File: src/rtl/uproc_control_unit.sv
// uproc_control_unit: fetch/decode/execute sequencer for the 8-bit uProcessor.
// Owns the accumulator and the carry/zero flags, drives the ALU controls and
// writes either ALU results into acc or acc into the external register file.
module uproc_control_unit #(
  parameter int IDX_W = 4,
  parameter int CNT_W = 16
) (
  input  logic             clk,
  input  logic             rst,
  input  logic [7:0]       instr,
  input  logic             instr_valid,
  output logic             instr_ready,
  output logic [2:0]       alu_code,
  output logic             alu_ci,
  input  logic [7:0]       alu_out,
  input  logic             alu_co,
  output logic [7:0]       acc,
  output logic [IDX_W-1:0] reg_sel,
  output logic             reg_we,
  output logic [7:0]       reg_wdata,
  output logic             carry,
  output logic             zero,
  output logic             halted,
  output logic             illegal,
  output logic [CNT_W-1:0] retired
);

  // ALU operation codes (ALU side decodes these onto its function units)
  localparam logic [2:0] ALU_ADD  = 3'd0;
  localparam logic [2:0] ALU_SUB  = 3'd1;
  localparam logic [2:0] ALU_AND  = 3'd2;
  localparam logic [2:0] ALU_OR   = 3'd3;
  localparam logic [2:0] ALU_XOR  = 3'd4;
  localparam logic [2:0] ALU_NOT  = 3'd5;
  localparam logic [2:0] ALU_PASS = 3'd6;

  localparam logic [3:0] OP_ADD = 4'h1;
  localparam logic [3:0] OP_ADC = 4'h2;
  localparam logic [3:0] OP_SUB = 4'h3;
  localparam logic [3:0] OP_SBC = 4'h4;
  localparam logic [3:0] OP_AND = 4'h5;
  localparam logic [3:0] OP_OR  = 4'h6;
  localparam logic [3:0] OP_XOR = 4'h7;
  localparam logic [3:0] OP_NOT = 4'h8;
  localparam logic [3:0] OP_LDR = 4'h9;
  localparam logic [3:0] OP_STR = 4'hA;
  localparam logic [3:0] OP_CLC = 4'hB;
  localparam logic [3:0] OP_SEC = 4'hC;
  localparam logic [3:0] OP_HLT = 4'hF;

  typedef enum logic [1:0] {
    S_FETCH = 2'd0,
    S_EXEC  = 2'd1,
    S_HALT  = 2'd2
  } state_t;

  state_t           r_state;
  state_t           w_next;
  logic [7:0]       r_ir;
  logic [7:0]       r_acc;
  logic             r_carry;
  logic             r_zero;
  logic [CNT_W-1:0] r_retired;

  logic [3:0]       w_op;
  logic             w_is_alu;
  logic             w_sets_carry;
  logic             w_exec;

  assign w_op   = r_ir[7:4];
  assign w_exec = (r_state == S_EXEC);

  // State register; reset returns to FETCH immediately, aborting any EXEC
  always_ff @(posedge clk or posedge rst) begin
    if (rst) r_state <= S_FETCH;
    else     r_state <= w_next;
  end

  // Next-state and handshake/strobe outputs
  always_comb begin
    w_next      = r_state;
    instr_ready = 1'b0;
    halted      = 1'b0;
    reg_we      = 1'b0;
    illegal     = 1'b0;
    unique case (r_state)
      S_FETCH: begin
        instr_ready = 1'b1;
        if (instr_valid) w_next = S_EXEC;
      end
      S_EXEC: begin
        reg_we  = (w_op == OP_STR);
        illegal = (w_op == 4'hD) || (w_op == 4'hE);
        w_next  = (w_op == OP_HLT) ? S_HALT : S_FETCH;
      end
      S_HALT: begin
        halted = 1'b1;
      end
      default: w_next = S_FETCH;
    endcase
  end

  // ALU control decode from IR; valid in every state, only commits are gated
  always_comb begin
    alu_code     = ALU_AND;
    alu_ci       = 1'b0;
    w_is_alu     = 1'b1;
    w_sets_carry = 1'b0;
    case (w_op)
      OP_ADD: begin alu_code = ALU_ADD; w_sets_carry = 1'b1; end
      OP_ADC: begin alu_code = ALU_ADD; alu_ci = r_carry; w_sets_carry = 1'b1; end
      OP_SUB: begin alu_code = ALU_SUB; w_sets_carry = 1'b1; end
      OP_SBC: begin alu_code = ALU_SUB; alu_ci = r_carry; w_sets_carry = 1'b1; end
      OP_AND: alu_code = ALU_AND;
      OP_OR:  alu_code = ALU_OR;
      OP_XOR: alu_code = ALU_XOR;
      OP_NOT: alu_code = ALU_NOT;
      OP_LDR: alu_code = ALU_PASS;
      default: w_is_alu = 1'b0;
    endcase
  end

  // Instruction register: captured only on an accepted FETCH handshake
  always_ff @(posedge clk or posedge rst) begin
    if (rst) r_ir <= 8'h00;
    else if (r_state == S_FETCH && instr_valid) r_ir <= instr;
  end

  // Architectural state commit at the end of EXEC
  always_ff @(posedge clk or posedge rst) begin
    if (rst) begin
      r_acc     <= 8'h00;
      r_carry   <= 1'b0;
      r_zero    <= 1'b0;
      r_retired <= '0;
    end else if (w_exec) begin
      r_retired <= r_retired + CNT_W'(1);
      if (w_is_alu) begin
        r_acc  <= alu_out;
        r_zero <= (alu_out == 8'h00);
        if (w_sets_carry) r_carry <= alu_co;
      end else if (w_op == OP_CLC) begin
        r_carry <= 1'b0;
      end else if (w_op == OP_SEC) begin
        r_carry <= 1'b1;
      end
    end
  end

  assign acc       = r_acc;
  assign carry     = r_carry;
  assign zero      = r_zero;
  assign retired   = r_retired;
  assign reg_sel   = r_ir[IDX_W-1:0];
  assign reg_wdata = r_acc;

endmodule

File: config.mk
export PLATFORM = sky130hd
export DESIGN_NAME = uproc_control_unit
export DESIGN_NICKNAME = d
export VERILOG_FILES = /design/src/rtl/uproc_control_unit.sv
export SDC_FILE = /design/constraint.sdc
export NUM_CORES = 1
export LEC_CHECK = 0
export BUFFER_PORTS_ARGS = -buffer_cell sky130_fd_sc_hd__buf_2
export CAP_MARGIN = 30
export CORE_MARGIN = 4
export CORE_UTILIZATION = 40
export CTS_BUF_LIST = sky130_fd_sc_hd__clkbuf_2 sky130_fd_sc_hd__clkbuf_4 sky130_fd_sc_hd__clkbuf_8
export DETAILED_ROUTE_END_ITERATION = 10
export PLACE_DENSITY = 0.72
export SYNTH_ARGS = -nofsm -noshare
export SYNTH_HDL_FRONTEND = slang
export SYNTH_SLANG_ARGS = --single-unit
File: constraint.sdc
create_clock -name clk -period 2.53 [get_ports clk]
set_input_delay 0 -clock clk [delete_from_list [all_inputs] [get_ports clk]]
set_output_delay 0 -clock clk [all_outputs]
set_load 0.05 [all_outputs]
==> reports/metrics.yaml <==
run:
  drv_cap: 0
global_route:
  grt_pass1_vias: 1341
  antenna_found_initial: 0
  grt-ovfl-total: 0
  grt_first_pass_wirelength_um: 5899
  grt_max_degree: 37
  gr-usage-all-layers: 0.1424
logic_synthesis:
  ys.warnings.count: 0
  netlist_area_um2: 1773
  netlist-cell-type-count: 37
  syn-num-nets: 179
  syn_inst: 158
  avgSynthCellArea_um2: 11.22
  yosysSeqAreaShare: 0.5081
  synth_seq_cells: 36
worst_setup_path:
  critical_path.top_delay_family: "buffers and inverters"
  required_ps: 2530
  r2r-end: "acc[4]$_DFFE_PP0P_"
  cpMaxStageDelayCell: "dfrtp_1"
  startpoint_type: "register"
  path_buf_inv: 2
  arrival_ps: 1800
  end_kind: "output port"
  crit_path_max_incr_delay_ps: 550
  path_max_fanout: 12
  reg2reg_slack_ps: 800
  reg2reg_from: "r_ir[5]$_DFFE_PP0P_"
  r2r_cells: 3
  path_cells: "inv_1 > nor4_1 > buf_2"
  worstSetupPathType: "register to output port"
final_layout:
  final_core_util: 0.5580
  final_common_cell: "buf_2"
  area_delta_synth_final_pct: 30.42
  fillCellCount: 364
  final_cell_mix: "buf_2, dfrtp_1, dlygate4sd3_1, nand2_1"
  drive_gt1_frac: 0.4026
  diodes: 0
  final_nets: 251
place:
  finalWeightedCongestion: 0.7157
  io_buffers: 65
  dpl.hpwl_um: 2535
route:
  drc: 0
  wirelength_um: 3592
  wl_per_cell_um: 12.78
  antenna_left: 0
  vias: 1376
  drt_first_pass_iters: 4
  drt_iter0_markers: 67
  viasPerCell: 4.897
die:
  die_y_um: 74.58
  core-area_um2: 4144
  die_w_um: 74.58
  die_area_um2: 5561
  rows: 23
  start_util: 0.4278
  io_pins: 66
clock_tree:
  clk_pin_slew_ps: 60
  cts.sink_count: 36
  post_cts_resized: 0
  htree_num_levels: 2
  holdBufCountCts: 17
  cts_buffers: 5
  ctsLongestPathBuffers: 2
  clock_latency_ps: 290
  cts_setup_buffers: 0
  ctsRootBufferMaster: "clkbuf_8"
  cts_tree: "built"
worst_hold_path:
  whs_path_depth: 3
  min_to: "carry$_DFFE_PP0P_"
  hold_start: "alu_co"
  hold_path.class: "input port to register"
sta:
  finalCritPeriodShare: 0.7121
  period_minus_slack_ps: 1802
  grt_setup_unrepaired: "false"
  setup_viol: 0
  worstMarginPinSlew_ps: 494.9
  fmax_mhz: 555.1
  tns_ps: 0
  relSlewSlack: 0.6675
  fin_skew_ps: 7.185
  finalMaxSlewViolations: 0
  final_hold_viol_count: 0
pwr:
  vdd_drop_max_mv: 0.5040
  power.leakage_uw: 0.001127
  power_density_nw_per_um2: 1175
run_status:
  status: "completed"
## Yosys cell counts (all sizes together)
| cell | count | area, um2 |
|---|---|---|
| o21ai | 5 | 25.02 |
| a31oi | 1 | 6.260 |
| mux2 | 15 | 168.9 |
| a22o | 1 | 8.760 |
| and2b | 1 | 7.510 |
| and3 | 1 | 6.260 |
| clkbuf | 2 | 7.510 |
| nand3 | 5 | 25.02 |
| nand4 | 4 | 25.02 |
| dfrtp | 36 | 900.9 |
| a21oi | 5 | 25.02 |
| and2 | 1 | 6.260 |
| mux2i | 1 | 10.01 |
| o32ai | 1 | 8.760 |
| o21bai | 1 | 7.510 |
| buf | 16 | 116.4 |
| nor4 | 3 | 18.77 |
| nor3 | 2 | 21.27 |
| nor2 | 8 | 30.03 |
| nor2b | 1 | 6.260 |
| or4 | 2 | 22.52 |
| xnor2 | 14 | 122.6 |
| inv | 4 | 15.01 |
| nand2b | 4 | 32.53 |
| nand3b | 1 | 7.510 |
| a221o | 1 | 10.01 |
| or3 | 1 | 6.260 |
| and4 | 1 | 8.760 |
| ha | 1 | 12.51 |
| o211ai | 1 | 21.27 |
| nand2 | 15 | 56.30 |
| xor2 | 3 | 26.28 |
## metrics by stage
stage	setup WS, ps	power, uW	hold slack [ps]	instance area [um2]	cells
final	728.5	2717	75.01	2312	281
after floorplan	324.5	2092	116.8	1773	158
after detailed placement	800.4	2285	131.8	2044	256
after CTS	745.5	2742	71.80	2312	281
after global routing	604.7	2864	96.72	2312	281
after global placement	822.3	2276	125.3	2044	256
## registers in the layout, indices dropped and copies added, names as in the netlist
register	count
carry	1
r_ir	8
acc	8
zero	1
retired	16
r_state	2
## power breakdown
group          internal (uW)  switching (uW)  leakage, uW
clock                    232             198    0.0000479
sequential               725             155     0.000454
combinational            358            1050     0.000625
total                   1320            1400      0.00113
## cell type report
cell class                      count  area (um2)  share of cell area
Timing Repair Buffer               83       503.0              0.2175
Inverter                            4       15.01            0.006493
Clock buffer                        7       90.09             0.03896
Clock inverter                      1       7.507            0.003247
Multi-Input combinational cell    100       733.2              0.3171
Sequential cell                    36       900.9              0.3896
Tap cell                           50       62.56             0.02706
## layer usage
layer  track usage  vias up  wire [um]
li1              -      685          -
met1        0.1782      632       1610
met2        0.2244       54       1640
met3       0.05000        5        296
met4       0.05929        0         44
met5             0        -          0
## how the worst max path moves through the flow
stage                          to  cells after the start                   start
6_report                   reg_we                      3     r_ir[7]$_DFFE_PP0P_
5_1_grt                    reg_we                      3     r_ir[7]$_DFFE_PP0P_
4_1_cts                   illegal                      4  r_state[0]$_DFFE_PP0P_
3_5_place_dp   acc[5]$_DFFE_PP0P_                      3     r_ir[5]$_DFFE_PP0P_
3_3_place_gp   acc[4]$_DFFE_PP0P_                      3     r_ir[5]$_DFFE_PP0P_
2_1_floorplan              reg_we                      3     r_ir[6]$_DFFE_PP0P_
## worst min-delay path, stage by stage
cell     delay (ps)
buf_2            80
a221o_1         120
mux2_2          130
## cell families (layout without fill, tap and decap cells)
| group | after synthesis | after routing | share of synthesized area |
|---|---|---|---|
| and+or+nand+nor | 50 | 50 | 0.1581 |
| DFF | 36 | 36 | 0.5081 |
| buffers and inverters | 22 | 95 | 0.07833 |
| xor gates and xnor gates | 17 | 17 | 0.08398 |
| AOI/OAI and AO/OA | 16 | 16 | 0.06352 |
| muxes | 16 | 16 | 0.1009 |
| adders and majority gates | 1 | 1 | 0.007056 |
No activity file was read; power rests on OpenSTA's default activity.
